## config.mk

```make
export PLATFORM = sky130hd
export DESIGN_NAME = palette_controller
export DESIGN_NICKNAME = d
export VERILOG_FILES = /design/src/rtl/palette_controller.sv
export SDC_FILE = /design/constraint.sdc
export NUM_CORES = 1
export LEC_CHECK = 0
export CAP_MARGIN = 15
export CORE_ASPECT_RATIO = 0.8
export CORE_MARGIN = 2
export CORE_UTILIZATION = 30
export CTS_BUF_LIST = sky130_fd_sc_hd__clkbuf_4 sky130_fd_sc_hd__clkbuf_8
export DETAILED_ROUTE_END_ITERATION = 8
export GPL_ROUTABILITY_DRIVEN = 0
export PLACE_DENSITY_LB_ADDON = 0.15
export SYNTH_ARGS = -nofsm -noshare
export SYNTH_HDL_FRONTEND = slang
export SYNTH_SLANG_ARGS = --single-unit
```

## constraint.sdc

```tcl
create_clock -name video_clk -period 2.35 [get_ports video_clk]
set_input_delay 0.235 -clock video_clk [delete_from_list [all_inputs] [get_ports video_clk]]
set_output_delay 0.235 -clock video_clk [all_outputs]
set_load 0.005 [all_outputs]
```

## src/rtl/palette_controller.sv

```systemverilog
// Colour palette with CPU-side shadow table, pixel-side active table and a
// vblank-triggered shadow-to-active commit engine.
module palette_controller #(
  parameter int unsigned INDEX_W = 4,
  parameter int unsigned CHAN_W  = 2,
  parameter int unsigned NUM_RD  = 2
) (
  input  logic                         video_clk,
  input  logic                         reset_n,
  input  logic [1:0]                   reg_sel,
  input  logic                         reg_wr,
  input  logic                         reg_rd,
  input  logic [7:0]                   reg_wdata,
  output logic [7:0]                   reg_rdata,
  input  logic                         vblank,
  input  logic [NUM_RD*INDEX_W-1:0]    rd_addr,
  output logic [NUM_RD*3*CHAN_W-1:0]   rd_data,
  output logic                         commit_busy
);

  localparam int unsigned ENTRIES = 1 << INDEX_W;
  localparam int unsigned ENTRY_W = 3 * CHAN_W;
  localparam logic [1:0]  SEL_INDEX = 2'd0;
  localparam logic [1:0]  SEL_DATA  = 2'd1;
  localparam logic [1:0]  SEL_CTRL  = 2'd2;

  typedef enum logic {IDLE, COPY} state_t;
  typedef enum logic [1:0] {PH_R, PH_G, PH_B} phase_t;

  logic [ENTRY_W-1:0] shadow [ENTRIES];
  logic [ENTRY_W-1:0] active [ENTRIES];
  logic [INDEX_W-1:0] ptr;
  logic [INDEX_W-1:0] copy_idx;
  logic [CHAN_W-1:0]  stage_r;
  logic [CHAN_W-1:0]  stage_g;
  logic [CHAN_W-1:0]  rd_comp_c;
  logic [ENTRY_W-1:0] new_entry_c;
  phase_t             ph;
  state_t             state;
  logic               mode;
  logic               pending;
  logic               vblank_q;
  logic               unused_wdata_c;

  // Grey ramp: each component takes the top CHAN_W bits of the index.
  function automatic logic [ENTRY_W-1:0] ramp_entry(input int unsigned i);
    logic [CHAN_W-1:0] c;
    int sh;
    sh = int'(INDEX_W) - int'(CHAN_W);
    if (sh >= 0) c = CHAN_W'(i >> sh);
    else         c = CHAN_W'(i << (-sh));
    return {c, c, c};
  endfunction

  assign unused_wdata_c = ^reg_wdata;
  assign new_entry_c    = {stage_r, stage_g, reg_wdata[CHAN_W-1:0]};

  always_comb begin
    rd_comp_c = '0;
    case (ph)
      PH_R:    rd_comp_c = shadow[ptr][ENTRY_W-1 -: CHAN_W];
      PH_G:    rd_comp_c = shadow[ptr][2*CHAN_W-1 -: CHAN_W];
      default: rd_comp_c = shadow[ptr][CHAN_W-1:0];
    endcase
  end

  always_ff @(posedge video_clk) begin
    if (!reset_n) begin
      ptr         <= '0;
      ph          <= PH_R;
      mode        <= 1'b0;
      pending     <= 1'b0;
      state       <= IDLE;
      commit_busy <= 1'b0;
      reg_rdata   <= '0;
      rd_data     <= '0;
      vblank_q    <= 1'b0;
      copy_idx    <= '0;
      stage_r     <= '0;
      stage_g     <= '0;
      for (int unsigned i = 0; i < ENTRIES; i++) begin
        shadow[i] <= ramp_entry(i);
        active[i] <= ramp_entry(i);
      end
    end else begin
      vblank_q <= vblank;

      for (int unsigned p = 0; p < NUM_RD; p++)
        rd_data[p*ENTRY_W +: ENTRY_W] <= active[rd_addr[p*INDEX_W +: INDEX_W]];

      // Commit engine: one entry per cycle from index 0 upward.
      case (state)
        IDLE: begin
          if (vblank && !vblank_q && pending) begin
            state       <= COPY;
            commit_busy <= 1'b1;
            pending     <= 1'b0;
            copy_idx    <= '0;
          end
        end
        default: begin
          active[copy_idx] <= shadow[copy_idx];
          copy_idx         <= copy_idx + INDEX_W'(1);
          if (copy_idx == INDEX_W'(ENTRIES - 1)) begin
            state       <= IDLE;
            commit_busy <= 1'b0;
          end
        end
      endcase

      // Register port; a write wins over a simultaneous read.
      if (reg_wr) begin
        case (reg_sel)
          SEL_INDEX: begin
            ptr     <= reg_wdata[INDEX_W-1:0];
            ph      <= PH_R;
            stage_r <= '0;
            stage_g <= '0;
          end
          SEL_DATA: begin
            case (ph)
              PH_R: begin
                stage_r <= reg_wdata[CHAN_W-1:0];
                ph      <= PH_G;
              end
              PH_G: begin
                stage_g <= reg_wdata[CHAN_W-1:0];
                ph      <= PH_B;
              end
              default: begin
                shadow[ptr] <= new_entry_c;
                if (!mode) active[ptr] <= new_entry_c;
                if (state == COPY && ptr <= copy_idx) pending <= 1'b1;
                ph  <= PH_R;
                ptr <= ptr + INDEX_W'(1);
              end
            endcase
          end
          SEL_CTRL: begin
            mode <= reg_wdata[0];
            if (reg_wdata[1]) pending <= 1'b1;
          end
          default: ;
        endcase
      end else if (reg_rd) begin
        case (reg_sel)
          SEL_INDEX: reg_rdata <= 8'(ptr);
          SEL_DATA: begin
            reg_rdata <= 8'(rd_comp_c);
            stage_r   <= '0;
            stage_g   <= '0;
            case (ph)
              PH_R:    ph <= PH_G;
              PH_G:    ph <= PH_B;
              default: begin
                ph  <= PH_R;
                ptr <= ptr + INDEX_W'(1);
              end
            endcase
          end
          SEL_CTRL: reg_rdata <= {6'b0, pending, mode};
          default:  reg_rdata <= 8'h00;
        endcase
      end
    end
  end

endmodule

```

* Yosys cells after proc, flatten, opt, wreduce, memory -nomap -nowiden
Memory sizes are Yosys's and may differ from the RTL's. A register that Yosys moved wholly into a read port is not among the register bits.
Index checks and enable logic that the tools add are counted.
** Cells by class
- Add/subtract/negate cells :: 2
- $mul :: 0
- Divide/modulo/power cells :: 0
- $lt $le $gt $ge :: 1
- Equality and inequality tests :: 7
- Shift-type cells :: 0
- Mux-type cells :: 67
- Bitwise operators :: 1
- Reductions and logical operators :: 22
** Operators by type and width (count)
- 4-bit 2-to-1 mux :: 13
- 1-bit 2-to-1 mux :: 30
- 2-bit 2-to-1 mux :: 13
- 2-bit case mux with 2 select lines :: 5
- 6-bit 2-to-1 mux :: 3
- 6-bit OR reduction :: 3
- 4-bit case mux with 3 select lines :: 1
- 4-bit by 1-bit adder with 4-bit output (second input constant) :: 2
- 4-bit case mux with 2 select lines :: 1
- 4-bit AND reduction :: 2
- 2-bit nonzero test :: 4
- 3-bit != test (second input constant) :: 2
- 2-bit AND reduction :: 3
- 2-bit by 1-bit == test with 1-bit output (second input constant) :: 2
- 4-bit == test (second input constant) :: 1
- 4-bit less-or-equal comparator :: 1
- 2-bit logical NOT :: 2
- 1-bit logical AND :: 3
- 1-bit logical NOT :: 3
- 3-bit AND reduction :: 1
- 2-bit == test (second input constant) :: 1
- 2-bit by 1-bit != test with 1-bit output (second input constant) :: 1
- 1-bit case mux with 2 select lines :: 1
- 2-bit OR reduction :: 1
- 1-bit inverter :: 1
** Storage, ports and cells
- Flip-flop bits (word level) :: 27
- Bits in latches :: 0
- Memory bits (writable) :: 192
- ROM bits :: 0
- Input port bits :: 23
- Output and inout bits :: 21
- Word-level logic and storage cells :: 113
- Memories kept :: 2
** Memories
- active :: words 16, width 6, rd ports 2, clocked after Yosys merged registers in 2, wr ports 16, RTL line 31 : logic [ENTRY_W-1:0] active [ENTRIES];
- shadow :: words 16, width 6, rd ports 2, clocked after Yosys merged registers in 2, wr ports 16, RTL line 30 : logic [ENTRY_W-1:0] shadow [ENTRIES];

* Longest topological paths before layout
- Depth after elaboration :: 9
- Depth in mapped cells :: 11
- Mapped depth without buffers :: 8

* Least setup slack after synthesis
Ideal clock, no wire load.
- Path type :: register -> register
- Start :: register with a tool-made name
- End :: memory active[0][4] (netlist name) (data pin)
- Setup time :: 0.256 ns
- Arrival time :: 2.045 ns
- Data required time :: 2.094 ns
- Setup slack :: 0.049 ns
- Stages on the path, launching flop included :: 7
- Buffers on the path :: 3
- Clock period less this slack :: 2.301 ns
- Cell sequence :: dfxtp_1 -> clkbuf_1 -> clkbuf_1 -> mux4_2 -> mux4_2 -> buf_6 -> a22o_1
** RTL lines (RTL line)
- end, declared :: 31

==> results by group <==
Detailed routing
  • Routed WL: 42.8 mm
  • DR pass1 iterations: 5
  • Initial DRC Count: approximately 750
  • Post-DRT Antenna Nets: 0
  • Mean routed wirelength per cell: around 26 um
  • Via density: around 5.5
  • DR vias: between 9000 and 10000
  • Drt drc: 0

Critical path
  • Startpoint Class: flop
  • Worst Path Max Fanout: 16
  • Worst Path Arrival: about 2700 ps
  • Reg2Reg Depth: 5
  • CP endpoint kind: flop
  • Critical Setup Path Class: reg2reg
  • CP required: roughly 2700 ps

Pwr
  • Seq pwr share: roughly 47%
  • Combinational Power Share: about 8.3%
  • Power density over cell area: 622 nW/um2
  • Clock group share of total power: 44.4%
  • Internal cell power: around 7.4 mW
  • Switch share: about 24%
  • LEAKAGE: 5.12 nW
  • Max VDD drop: around 0.00030 V
  • Switching power: 2.37 mW

Clocking
  • Root Driver: clkbuf_8
  • Clk sink count: 235
  • Worst-path clk slew: around 60 ps
  • CTS max path bufs: 3
  • Num CTS Buffers: 42
  • CTS Hold Bufs: 0
  • H-tree Lvls: 2
  • Clk_lat worst skew: about 580 ps
  • Setup Fix Bufs, Post-CTS: 0
  • CTS tree: yes

Final layout
  • Multi-input combinational cell area: roughly 5700 um2
  • Area delta synth->final: 22.5%
  • Layout cell share with drive strength beyond 1: between 30% and 40%
  • Final core area utilization: between 30 and 40%
  • Register area: roughly 6600 um2
  • Diode count: 0
  • Fill count: between 4000 and 5000
  • Final nets: ~1100

Global routing
  • Total grt overflow: 0
  • Initial antenna violation count: 0
  • Pin count of the biggest net entering global routing: between 40 and 50
  • Vias in the first global route: between 9000 and 10000
  • First-pass GRT wire length: approximately 62 mm
  • GRT Total Usage: roughly a fifth

Timing
  • Slew margin rel.: approximately a third
  • Final critical-path setup slack: -52.2 ps
  • Hold Violations, Final: 0
  • RSZ-0062 raised after global routing: yes
  • Skew final: a little under 30 ps
  • Setup tns final: -595 ps
  • Final period util: 102%
  • Highest clock rate: between 0.4 and 0.5 GHz
  • Worst hold slack: ~55 ps
  • Max Transition Viols Final: 0
  • Min Tclk post-route: ~2400 ps
  • Slew @ Worst Pin: between 900 and 1000 ps
  • Final setup vio count: 33

Logic synthesis
  • Gate Count Post-Synth: about 960
  • Most common cell in the netlist: edfxtp_1
  • Synth warnings: 0
  • Post-synthesis cell area: 12900 um2
  • Top area cells in the synthesized netlist: edfxtp_1, mux4_2, dfxtp_1
  • Ys async rst share: 0%
  • EDFF count, synth: roughly 190
  • #FFs+latches synth: 235
  • Avg Inst Size Synth: ~13 um2
  • Top-area cell type share of the netlist area: around 45%
  • Post-synth top cells: edfxtp_1, mux4_2, clkbuf_1, nand2_1, nor2_1
  • Leading area contributor after synthesis: edfxtp_1
  • Sequential share of the synthesized area: between 50 and 60%
  • Synth Flop Type: edfxtp_1
  • Post-synthesis cell type count: 50

Worst hold path
  • HP Start: reset_n
  • Tightest Hold Check Type: in2reg
  • Hold Path Stages: 3

Placed design
  • Buffers on Ports: 35
  • DP HPWL: approximately 30 mm

Die
  • Core area: 42100 um2
  • Cell Rows: 67
  • I/O pin count: 44
  • Die area: between 40000 and 50000 um2
  • Die W: approximately 240 um
  • Vert. Die Dim: approximately 190 um
  • Starting density of the core: 30.6%

Run status
  • Status: complete, but fails checks
  • Failing checks: setup timing

Run
  • Max cap viols: 0
## worst max-delay path, stage by stage (launching register included)
cell and delay, ps:
dfxtp_4 440, clkbuf_16 200, mux4_2 550, mux4_2 530
buf_12 180, a22o_1 210
## final timing paths
kind	to	slack, ps
min	state$_SDFF_PN0_	60
max	active[0][1]$_DFFE_PP_	-50
max reg2reg	active[0][1]$_DFFE_PP_	-50
min reg2reg	reg_rdata[2]$_SDFFE_PN0P_	470
## sequential cells by signal, indices dropped and copies added, names as in the netlist, named ones only
signal	flops
rd_data	12
pending	1
ptr	4
commit_busy	1
copy_idx	4
state	1
shadow	96
ph	2
stage_r	2
reg_rdata	4
mode	1
stage_g	2
vblank_q	1
active	96
## cell usage in the layout (no fill, tap or decap), types with 21 or more instances in the layout
master and count:
nand3_1 36, clkdlybuf4s50_1 32, and2_1 40, and3_1 25, nand2_1 62, buf_12 21
a22o_1 48, dfxtp_1 38, or3_1 45, clkbuf_8 51, edfxtp_1 192, nor2_1 49
mux4_2 112, o22a_1 44, buf_4 121
## routing by layer
metal | GRT usage (%) | share of wire (%) | vias up
li1 | - | - | 4070
met1 | 28.5 | 48 | 4744
met2 | 28.1 | 42 | 321
met3 | 4.75 | 7.6 | 52
met4 | 4.02 | 1.6 | 0
met5 | 0 | 0 | -
## layout make-up
cell class / count / share of cell area [%]
multi-input cells: 617 / 36.3
repair buffers: 180 / 10.9
well taps: 552 / 4.38
clock buffers: 56 / 4.69
flip-flops and latches: 235 / 42.1
clock inverters: 22 / 1.28
inverters: 13 / 0.309
## power groups by stage
stage          Clock [mW]  Sequential [mW]  Combinational [mW]
3_5_place_dp            0             4.73               0.809
5_1_grt              4.63             4.65               0.865
4_1_cts              4.45             4.64               0.812
3_3_place_gp            0             4.73               0.808
6_report             4.36             4.64               0.811
2_1_floorplan           0             4.69               0.444
## through the flow
| step | std cells | power, mW | worst slack, ps | instance area [um2] |
|---|---|---|---|---|
| floorplan | 965 | 5.13 | 49.0 | 12900 |
| global placement | 1594 | 5.54 | -244 | 14800 |
| detailed placement | 1594 | 5.54 | -266 | 14800 |
| CTS | 1672 | 9.90 | -48.5 | 15700 |
| global route | 1675 | 10.1 | -78.2 | 15800 |
| finish | 1675 | 9.81 | -52.2 | 15800 |
## cells by family after synthesis
kind of cell | count (synthesis) | share of synthesized area (%)
mux | 122 | 20.5
compound gates | 164 | 9.70
flops | 235 | 51.5
other cells | 1 | 0.0291
simple gates | 311 | 12.7
fa+ha+maj | 16 | 1.55
buf+inv | 113 | 4.10
## what timing repair did
action                                  in CTS  in global routing
cloned                                       0                  3
pin swaps                                    0                  6
endpoints found under the setup margin      59                 93
resized for setup                            3                  3
(Power assumes the default switching activity.)
